`src/rtl/mc_pkg.sv`:
```
// mc_pkg: shared definitions for the multicycle MIPS control unit.
//   - FSM state encoding (state_t), visible on the state output port
//   - mux/operation codes for NPCOp, ALUOp, EXTOp, GPRSel and WDSel
//   - opcode (IR[31:26]) and funct (IR[5:0]) constants
//   - bit positions of the instruction-class one-hot produced by mc_decode
package mc_pkg;

  typedef enum logic [3:0] {
    S_FETCH = 4'd0,
    S_DCD   = 4'd1,
    S_MA    = 4'd2,
    S_MR    = 4'd3,
    S_MW    = 4'd4,
    S_WBM   = 4'd5,
    S_EXE   = 4'd6,
    S_WBA   = 4'd7,
    S_BR    = 4'd8,
    S_JMP   = 4'd9
  } state_t;

  // next-PC source
  localparam logic [1:0] NPC_PC4 = 2'b00;
  localparam logic [1:0] NPC_BR  = 2'b01;
  localparam logic [1:0] NPC_J   = 2'b10;
  localparam logic [1:0] NPC_JR  = 2'b11;

  // ALU operation
  localparam logic [2:0] ALU_ADD = 3'b000;
  localparam logic [2:0] ALU_SUB = 3'b001;
  localparam logic [2:0] ALU_OR  = 3'b010;
  localparam logic [2:0] ALU_SLT = 3'b011;
  localparam logic [2:0] ALU_LUI = 3'b100;

  // immediate extension
  localparam logic [1:0] EXT_ZERO  = 2'b00;
  localparam logic [1:0] EXT_SIGN  = 2'b01;
  localparam logic [1:0] EXT_UPPER = 2'b10;

  // register-file write address
  localparam logic [1:0] GPR_RD = 2'b00;
  localparam logic [1:0] GPR_RT = 2'b01;
  localparam logic [1:0] GPR_RA = 2'b10;

  // register-file write data
  localparam logic [1:0] WD_ALU = 2'b00;
  localparam logic [1:0] WD_DM  = 2'b01;
  localparam logic [1:0] WD_PC  = 2'b10;

  // opcodes
  localparam logic [5:0] OP_R   = 6'b000000;
  localparam logic [5:0] OP_LW  = 6'b100011;
  localparam logic [5:0] OP_SW  = 6'b101011;
  localparam logic [5:0] OP_BEQ = 6'b000100;
  localparam logic [5:0] OP_J   = 6'b000010;
  localparam logic [5:0] OP_JAL = 6'b000011;
  localparam logic [5:0] OP_ORI = 6'b001101;
  localparam logic [5:0] OP_LUI = 6'b001111;

  // funct codes (op = OP_R)
  localparam logic [5:0] FN_ADDU = 6'b100001;
  localparam logic [5:0] FN_SUBU = 6'b100011;
  localparam logic [5:0] FN_SLT  = 6'b101010;
  localparam logic [5:0] FN_JR   = 6'b001000;

  // instruction-class one-hot bit positions; all-zero means illegal
  localparam int C_LW   = 0;
  localparam int C_SW   = 1;
  localparam int C_ADDU = 2;
  localparam int C_SUBU = 3;
  localparam int C_SLT  = 4;
  localparam int C_ORI  = 5;
  localparam int C_LUI  = 6;
  localparam int C_BEQ  = 7;
  localparam int C_J    = 8;
  localparam int C_JAL  = 9;
  localparam int C_JR   = 10;
  localparam int NCLS   = 11;

  typedef logic [NCLS-1:0] cls_t;

endpackage

```
`src/rtl/mc_ctrl_if.sv`:
```
// mc_ctrl_if: bundle between the control unit and the datapath.
//   datapath -> control : op, funct, zero
//   control -> datapath : PCWr, IRWr, RFWr, DMWr, NPCOp, ALUOp, EXTOp,
//                         GPRSel, WDSel, BSel
//   status              : state, retire, illegal
// master = control unit side, slave = datapath side.
interface mc_ctrl_if;
  logic [5:0] op;
  logic [5:0] funct;
  logic       zero;
  logic       PCWr;
  logic       IRWr;
  logic       RFWr;
  logic       DMWr;
  logic [1:0] NPCOp;
  logic [2:0] ALUOp;
  logic [1:0] EXTOp;
  logic [1:0] GPRSel;
  logic [1:0] WDSel;
  logic       BSel;
  logic [3:0] state;
  logic       retire;
  logic       illegal;

  modport master (
    input  op, funct, zero,
    output PCWr, IRWr, RFWr, DMWr, NPCOp, ALUOp, EXTOp, GPRSel, WDSel, BSel,
    output state, retire, illegal
  );

  modport slave (
    output op, funct, zero,
    input  PCWr, IRWr, RFWr, DMWr, NPCOp, ALUOp, EXTOp, GPRSel, WDSel, BSel,
    input  state, retire, illegal
  );
endinterface

```
`src/rtl/mc_decode.sv`:
```
// mc_decode: purely combinational instruction classifier.
//   op    in  6   IR[31:26]
//   funct in  6   IR[5:0], only meaningful when op = R-type
//   cls   out 11  one-hot instruction class (bit positions in mc_pkg);
//                 all zeros for an unknown op/funct combination
module mc_decode
  import mc_pkg::*;
(
  input  logic [5:0] op,
  input  logic [5:0] funct,
  output cls_t       cls
);

  always_comb begin
    cls = '0;
    case (op)
      OP_R: begin
        case (funct)
          FN_ADDU: cls[C_ADDU] = 1'b1;
          FN_SUBU: cls[C_SUBU] = 1'b1;
          FN_SLT:  cls[C_SLT]  = 1'b1;
          FN_JR:   cls[C_JR]   = 1'b1;
          default: cls = '0;
        endcase
      end
      OP_LW:   cls[C_LW]  = 1'b1;
      OP_SW:   cls[C_SW]  = 1'b1;
      OP_BEQ:  cls[C_BEQ] = 1'b1;
      OP_J:    cls[C_J]   = 1'b1;
      OP_JAL:  cls[C_JAL] = 1'b1;
      OP_ORI:  cls[C_ORI] = 1'b1;
      OP_LUI:  cls[C_LUI] = 1'b1;
      default: cls = '0;
    endcase
  end

endmodule

```
`src/rtl/mc_ctrl.sv`:
```
// mc_ctrl: 10-state multicycle MIPS control FSM.
//   clock  in  1  rising-edge clock
//   reset  in  1  asynchronous active-high reset to FETCH
//   bus    mc_ctrl_if.master: op/funct/zero in; write enables, mux selects,
//          state, retire and illegal out.
// Parameter TRAP_ILLEGAL: 1 = unknown instruction pulses illegal in DCD and
// retires nothing; 0 = unknown instruction behaves as a nop retired in DCD.
module mc_ctrl
  import mc_pkg::*;
#(
  parameter int TRAP_ILLEGAL = 1
) (
  input  logic       clock,
  input  logic       reset,
  mc_ctrl_if.master  bus
);

  state_t state_reg, state_next;
  cls_t   cls;

  logic       pc_wr, ir_wr, rf_wr, dm_wr;
  logic       retire_raw, illegal_raw;
  logic [1:0] npc_op, ext_op, gpr_sel, wd_sel;
  logic [2:0] alu_op;
  logic       b_sel;

  logic [2:0] exe_alu_op;
  logic [1:0] exe_ext_op;
  logic       exe_b_sel;

  logic is_mem, is_r_alu, is_i_alu, is_exe, is_jump, is_illegal;

  mc_decode u_decode (
    .op    (bus.op),
    .funct (bus.funct),
    .cls   (cls)
  );

  assign is_mem     = cls[C_LW] | cls[C_SW];
  assign is_r_alu   = cls[C_ADDU] | cls[C_SUBU] | cls[C_SLT];
  assign is_i_alu   = cls[C_ORI] | cls[C_LUI];
  assign is_exe     = is_r_alu | is_i_alu;
  assign is_jump    = cls[C_J] | cls[C_JAL] | cls[C_JR];
  assign is_illegal = ~|cls;

  // ALU controls shared by EXE and WBA; op/funct stay stable across both,
  // so WBA holds the EXE values without any extra register.
  always_comb begin
    exe_alu_op = ALU_ADD;
    exe_ext_op = EXT_ZERO;
    exe_b_sel  = 1'b0;
    if (cls[C_SUBU]) begin
      exe_alu_op = ALU_SUB;
    end else if (cls[C_SLT]) begin
      exe_alu_op = ALU_SLT;
    end else if (cls[C_ORI]) begin
      exe_alu_op = ALU_OR;
      exe_ext_op = EXT_ZERO;
      exe_b_sel  = 1'b1;
    end else if (cls[C_LUI]) begin
      exe_alu_op = ALU_LUI;
      exe_ext_op = EXT_UPPER;
      exe_b_sel  = 1'b1;
    end
  end

  always_ff @(posedge clock or posedge reset) begin
    if (reset) begin
      state_reg <= S_FETCH;
    end else begin
      state_reg <= state_next;
    end
  end

  always_comb begin
    state_next  = S_FETCH;
    pc_wr       = 1'b0;
    ir_wr       = 1'b0;
    rf_wr       = 1'b0;
    dm_wr       = 1'b0;
    npc_op      = NPC_PC4;
    alu_op      = ALU_ADD;
    ext_op      = EXT_ZERO;
    gpr_sel     = GPR_RD;
    wd_sel      = WD_ALU;
    b_sel       = 1'b0;
    retire_raw  = 1'b0;
    illegal_raw = 1'b0;
    case (state_reg)
      S_FETCH: begin
        ir_wr      = 1'b1;
        pc_wr      = 1'b1;
        npc_op     = NPC_PC4;
        state_next = S_DCD;
      end
      S_DCD: begin
        if (is_mem) begin
          state_next = S_MA;
        end else if (is_exe) begin
          state_next = S_EXE;
        end else if (cls[C_BEQ]) begin
          state_next = S_BR;
        end else if (is_jump) begin
          state_next = S_JMP;
        end else begin
          state_next = S_FETCH;
          if (TRAP_ILLEGAL != 0) begin
            illegal_raw = is_illegal;
          end else begin
            retire_raw = is_illegal;
          end
        end
      end
      S_MA: begin
        alu_op     = ALU_ADD;
        b_sel      = 1'b1;
        ext_op     = EXT_SIGN;
        state_next = cls[C_LW] ? S_MR : S_MW;
      end
      S_MR: begin
        state_next = S_WBM;
      end
      S_MW: begin
        dm_wr      = 1'b1;
        retire_raw = 1'b1;
        state_next = S_FETCH;
      end
      S_WBM: begin
        rf_wr      = 1'b1;
        gpr_sel    = GPR_RT;
        wd_sel     = WD_DM;
        retire_raw = 1'b1;
        state_next = S_FETCH;
      end
      S_EXE: begin
        alu_op     = exe_alu_op;
        ext_op     = exe_ext_op;
        b_sel      = exe_b_sel;
        state_next = S_WBA;
      end
      S_WBA: begin
        alu_op     = exe_alu_op;
        ext_op     = exe_ext_op;
        b_sel      = exe_b_sel;
        rf_wr      = 1'b1;
        wd_sel     = WD_ALU;
        gpr_sel    = is_r_alu ? GPR_RD : GPR_RT;
        retire_raw = 1'b1;
        state_next = S_FETCH;
      end
      S_BR: begin
        alu_op     = ALU_SUB;
        b_sel      = 1'b0;
        npc_op     = NPC_BR;
        pc_wr      = bus.zero;   // Mealy: branch taken only when ALU says equal
        retire_raw = 1'b1;
        state_next = S_FETCH;
      end
      S_JMP: begin
        pc_wr      = 1'b1;
        npc_op     = cls[C_JR] ? NPC_JR : NPC_J;
        if (cls[C_JAL]) begin
          // PC was already advanced in FETCH, so WD=PC writes the link value
          rf_wr   = 1'b1;
          gpr_sel = GPR_RA;
          wd_sel  = WD_PC;
        end
        retire_raw = 1'b1;
        state_next = S_FETCH;
      end
      default: begin
        state_next = S_FETCH;
      end
    endcase
  end

  // Reset forces FETCH, but FETCH itself asserts PCWr/IRWr; mask every
  // write enable and pulse while reset is high so no write hits that edge.
  assign bus.PCWr    = pc_wr & ~reset;
  assign bus.IRWr    = ir_wr & ~reset;
  assign bus.RFWr    = rf_wr & ~reset;
  assign bus.DMWr    = dm_wr & ~reset;
  assign bus.retire  = retire_raw & ~reset;
  assign bus.illegal = illegal_raw & ~reset;

  assign bus.NPCOp  = npc_op;
  assign bus.ALUOp  = alu_op;
  assign bus.EXTOp  = ext_op;
  assign bus.GPRSel = gpr_sel;
  assign bus.WDSel  = wd_sel;
  assign bus.BSel   = b_sel;
  assign bus.state  = state_reg;

endmodule
```
`src/flat_wrapper.sv`:
```
// flat-port wrapper written by rule: the top's interface ports become plain ports
module mc_ctrl_flat import mc_pkg::*;
#(
  parameter int TRAP_ILLEGAL = 1
)
  (clock, reset, bus_op, bus_funct, bus_zero, bus_PCWr, bus_IRWr, bus_RFWr, bus_DMWr, bus_NPCOp, bus_ALUOp, bus_EXTOp, bus_GPRSel, bus_WDSel, bus_BSel, bus_state, bus_retire, bus_illegal);
  mc_ctrl_if bus_i ();
  input  logic clock;
  input  logic reset;
  input wire logic [$bits(bus_i.op)-1:0] bus_op;
  input wire logic [$bits(bus_i.funct)-1:0] bus_funct;
  input wire logic [$bits(bus_i.zero)-1:0] bus_zero;
  output wire logic [$bits(bus_i.PCWr)-1:0] bus_PCWr;
  output wire logic [$bits(bus_i.IRWr)-1:0] bus_IRWr;
  output wire logic [$bits(bus_i.RFWr)-1:0] bus_RFWr;
  output wire logic [$bits(bus_i.DMWr)-1:0] bus_DMWr;
  output wire logic [$bits(bus_i.NPCOp)-1:0] bus_NPCOp;
  output wire logic [$bits(bus_i.ALUOp)-1:0] bus_ALUOp;
  output wire logic [$bits(bus_i.EXTOp)-1:0] bus_EXTOp;
  output wire logic [$bits(bus_i.GPRSel)-1:0] bus_GPRSel;
  output wire logic [$bits(bus_i.WDSel)-1:0] bus_WDSel;
  output wire logic [$bits(bus_i.BSel)-1:0] bus_BSel;
  output wire logic [$bits(bus_i.state)-1:0] bus_state;
  output wire logic [$bits(bus_i.retire)-1:0] bus_retire;
  output wire logic [$bits(bus_i.illegal)-1:0] bus_illegal;
  assign bus_i.op = bus_op;
  assign bus_i.funct = bus_funct;
  assign bus_i.zero = bus_zero;
  assign bus_PCWr = bus_i.PCWr;
  assign bus_IRWr = bus_i.IRWr;
  assign bus_RFWr = bus_i.RFWr;
  assign bus_DMWr = bus_i.DMWr;
  assign bus_NPCOp = bus_i.NPCOp;
  assign bus_ALUOp = bus_i.ALUOp;
  assign bus_EXTOp = bus_i.EXTOp;
  assign bus_GPRSel = bus_i.GPRSel;
  assign bus_WDSel = bus_i.WDSel;
  assign bus_BSel = bus_i.BSel;
  assign bus_state = bus_i.state;
  assign bus_retire = bus_i.retire;
  assign bus_illegal = bus_i.illegal;
  mc_ctrl #(.TRAP_ILLEGAL(TRAP_ILLEGAL)) u_core (.clock(clock), .reset(reset), .bus(bus_i));
endmodule
```
`config.mk`:
```
export PLATFORM = sky130hd
export DESIGN_NAME = mc_ctrl_flat
export DESIGN_NICKNAME = d
export VERILOG_FILES = /design/src/rtl/mc_pkg.sv /design/src/rtl/mc_ctrl_if.sv /design/src/rtl/mc_decode.sv /design/src/rtl/mc_ctrl.sv /design/src/flat_wrapper.sv
export SDC_FILE = /design/constraint.sdc
export NUM_CORES = 1
export LEC_CHECK = 0
export ABC_AREA = 1
export BUFFER_PORTS_ARGS = -buffer_cell sky130_fd_sc_hd__buf_2
export CORE_MARGIN = 5
export CORE_UTILIZATION = 47
export DETAILED_ROUTE_END_ITERATION = 10
export PLACE_DENSITY = 0.94
export RECOVER_POWER = 25
export REMOVE_ABC_BUFFERS = 1
export SLEW_MARGIN = 40
export SYNTH_ARGS = -nofsm -noshare
export SYNTH_HDL_FRONTEND = slang
export SYNTH_SLANG_ARGS = --single-unit
```
`constraint.sdc`:
```
create_clock -name clock -period 2.7 [get_ports clock]
set_input_delay 0.135 -clock clock [delete_from_list [all_inputs] [get_ports clock]]
set_output_delay 0.135 -clock clock [all_outputs]
set_load 0.02 [all_outputs]
```
==> flow_metrics.env <==
export IMPL_layout_commonest_cell="buf_2"
export IMPL_critPathLaunchType="flip-flop"
export IMPL_synthSimpleGateAreaFrac_pct=63.1
export IMPL_fp_coreArea_um2=1330
export IMPL_clock_sinks=4
export IMPL_synth_area_um2=681
export IMPL_internal_power_mw=0.195
export IMPL_synthFlopType="dfrtp_1"
export IMPL_async_reset_ff_share_pct=100
export IMPL_ys_seq_area_share_pct=14.7
export IMPL_finalSetupTns_ns=0
export IMPL_synth_edf_count=0
export IMPL_slew_headroom_pct=82.5
export IMPL_finalHoldViolCount=0
export IMPL_grt_ovfl_total=0
export IMPL_dp_hpwl_um=1800
export IMPL_drt_wirelength_per_cell_um=12.5
export IMPL_ios=37
export IMPL_track_usage_pct=20.7
export IMPL_clk_path_buf_depth=2
export IMPL_firstDrtPassIters=4
export IMPL_drc=0
export IMPL_gp_congestion=0.863
export IMPL_endpoint_kind="primary output"
export IMPL_cts_tree="yes"
export IMPL_clockPowerShare_pct=18.7
export IMPL_p_leak_nw=0.556
export IMPL_stdcell_area_um2=907
export IMPL_peakVddDrop_mv=0.177
export IMPL_sw_frac_of_total_pct=49.9
export IMPL_multi_input_area_um2=498
export IMPL_seq_area_um2=100
export IMPL_cp_arrival_ns=1.64
export IMPL_synthAdderAreaFrac_pct=0
export IMPL_avgSynthCellArea_um2=5.92
export IMPL_clkLatencyLatePin_ns=0.23
export IMPL_skew_ns=0.000534
export IMPL_start_util_pct=51.0
export IMPL_crit_top_cell="nor2_2"
export IMPL_maxCapViolCount=0
export IMPL_grt_pass1_vias=862
export IMPL_ys_types=24
export IMPL_via_per_inst=5.52
export IMPL_die_h_um=48.1
export IMPL_outcome="finished clean"
export IMPL_synth_compound_area_share_pct=10.1
export IMPL_ys_seq_elements=4
export IMPL_synthesis_instances=115
export IMPL_nets=172
export IMPL_rows=13
export IMPL_finalCriticalPeriod_ns=1.77
export IMPL_powerDensity_nw_per_um2=429
export IMPL_areaGrowthSynthToFinish_pct=33.3
export IMPL_seq_power_share_pct=23.6
export IMPL_critPathMaxFanout=5
export IMPL_cts_resized=0
export IMPL_die_area_um2=2310
export IMPL_cts_buffers=3
export IMPL_fin_crit_sh_pct=65.6
export IMPL_drv_slew=0
export IMPL_rsz0062_at_grt="false"
export IMPL_placed_area_um2=880
export IMPL_layout_common_cells="32 x buf_2, 22 x nor2_1, 21 x inv_1, 21 x nand2_1, 12 x nand3_1"
export IMPL_synth_top_family_by_area="simple AND/OR/NAND/NOR gates"
export IMPL_htreeDepth=1
export IMPL_p_switching_mw=0.195
export IMPL_whs_ns=0.310
export IMPL_ant_nets=0
export IMPL_drive_gt1_share_pct=36.1
export IMPL_largest_reg_flops=4
export IMPL_clkTransAtPathRegs_ns=0.04
export IMPL_grt_first_pass_wirelength_um=3420
export IMPL_die_w_um=48.1
export IMPL_vias=939
export IMPL_cp_slowest_cell="dfrtp_1"
export IMPL_drt_iter0_markers=36
export IMPL_comb_power_share_pct=57.6
export IMPL_clockRootBuffer="clkbuf_4"
export IMPL_required_ns=2.57
export IMPL_crit_chain="nor2_2 -> inv_1 -> nor2_4 -> nand3_1 -> nor2_1 -> nand2_1 -> nor2_2 -> buf_2"
export IMPL_setup_viol=0
export IMPL_synthMuxAreaShare_pct=0
export IMPL_synth_xor_area_share_pct=0
export IMPL_antenna_found_initial=0
export IMPL_post_cts_setup_buffer_count=0
export IMPL_grt_max_degree=9
export IMPL_clock_fmax_mhz=565
export IMPL_io_buffers=36
export IMPL_drt_wl_total_um=2120
export IMPL_cpPeakStageDelay_ns=0.43
export IMPL_critPathKind="reg -> out"
export IMPL_hold_path_class="in -> reg"
export IMPL_worst_slew_pin_slew_ns=0.263
export IMPL_yosys_warnings=0
export IMPL_antenna_diode_count=0
export IMPL_fillerInstances=127
-- kinds of logic (layout without fill, tap and decap cells) --
logic type	count (synthesis)	after routing
flops	4	4
simple gates	78	78
compound gates	11	11
buf+inv	22	62
-- layer usage --
| metal | track usage [%] | up-vias | wire length, µm |
|---|---|---|---|
| li1 | - | 452 | - |
| met1 | 20.3 | 425 | 719 |
| met2 | 42.5 | 56 | 1160 |
| met3 | 3.01 | 6 | 213 |
| met4 | 6.99 | 0 | 29 |
| met5 | 0 | - | 0 |
-- power groups by stage --
stage | registers, mW | clock network [mW] | logic [mW]
after floorplan | 0.101 | 0 | 0.141
after global placement | 0.0908 | 0 | 0.215
after detailed placement | 0.0914 | 0 | 0.225
after CTS | 0.0903 | 0.0745 | 0.227
after global routing | 0.0933 | 0.0779 | 0.248
final | 0.0921 | 0.0729 | 0.225
-- Yosys cell counts, types with 3 or more instances --
master	instances	area (µm²)
nor2_1	22	82.6
inv_1	21	78.8
nand2_1	21	78.8
nand3_1	12	60.1
nor2_2	6	37.5
dfrtp_1	4	100
nand4_1	4	25.0
o21ai_0	3	15.0
-- worst paths after layout --
check / startpoint / endpoint / slack (ns) / cells past startpoint
worst min register to register: u_core.bus.state[2]$_DFF_PP0_ / u_core.bus.state[0]$_DFF_PP0_ / 0.62 / 3
worst max-delay path: u_core.bus.state[3]$_DFF_PP0_ / bus_illegal / 0.93 / 8
max in group asynchronous: reset / u_core.bus.state[0]$_DFF_PP0_ / 2.13 / 3
worst max register to register: u_core.bus.state[3]$_DFF_PP0_ / u_core.bus.state[3]$_DFF_PP0_ / 1.44 / 7
worst min-delay path: bus_op[3] / u_core.bus.state[2]$_DFF_PP0_ / 0.31 / 3
min in group asynchronous: reset / u_core.bus.state[3]$_DFF_PP0_ / 0.38 / 3
-- per-stage QoR --
stage | utilization, % | power (mW) | std cells | worst slack (ns)
2_1_floorplan | - | 0.242 | 115 | 1.03
3_3_place_gp | 65.9 | 0.305 | 166 | 1.30
3_5_place_dp | 65.9 | 0.316 | 166 | 1.19
4_1_cts | 68.4 | 0.392 | 170 | 0.934
5_1_grt | 68.0 | 0.420 | 170 | 0.799
6_report | 68.0 | 0.390 | 170 | 0.929
-- critical path, delay by kind of cell, from the launching register on --
family | cells | cell delay [ns]
flip-flops | 1 | 0.43
buffers and inverters | 2 | 0.29
AND/OR/NAND/NOR | 6 | 0.69
-- final cells by class --
class | instances | area share, %
clock buffer | 3 | 2.48
inverter | 22 | 9.10
multi-input combinational | 89 | 54.9
sequential | 4 | 11.0
tap | 15 | 2.07
timing repair buffer | 37 | 20.4
-- timing repair --
item | CTS | global route
hold buffers | 1 | 0
endpoints found under the setup margin | 0 | 0
hold endpoints to repair | 4 | 0
Note: power is estimated with default switching activity, not from simulation.
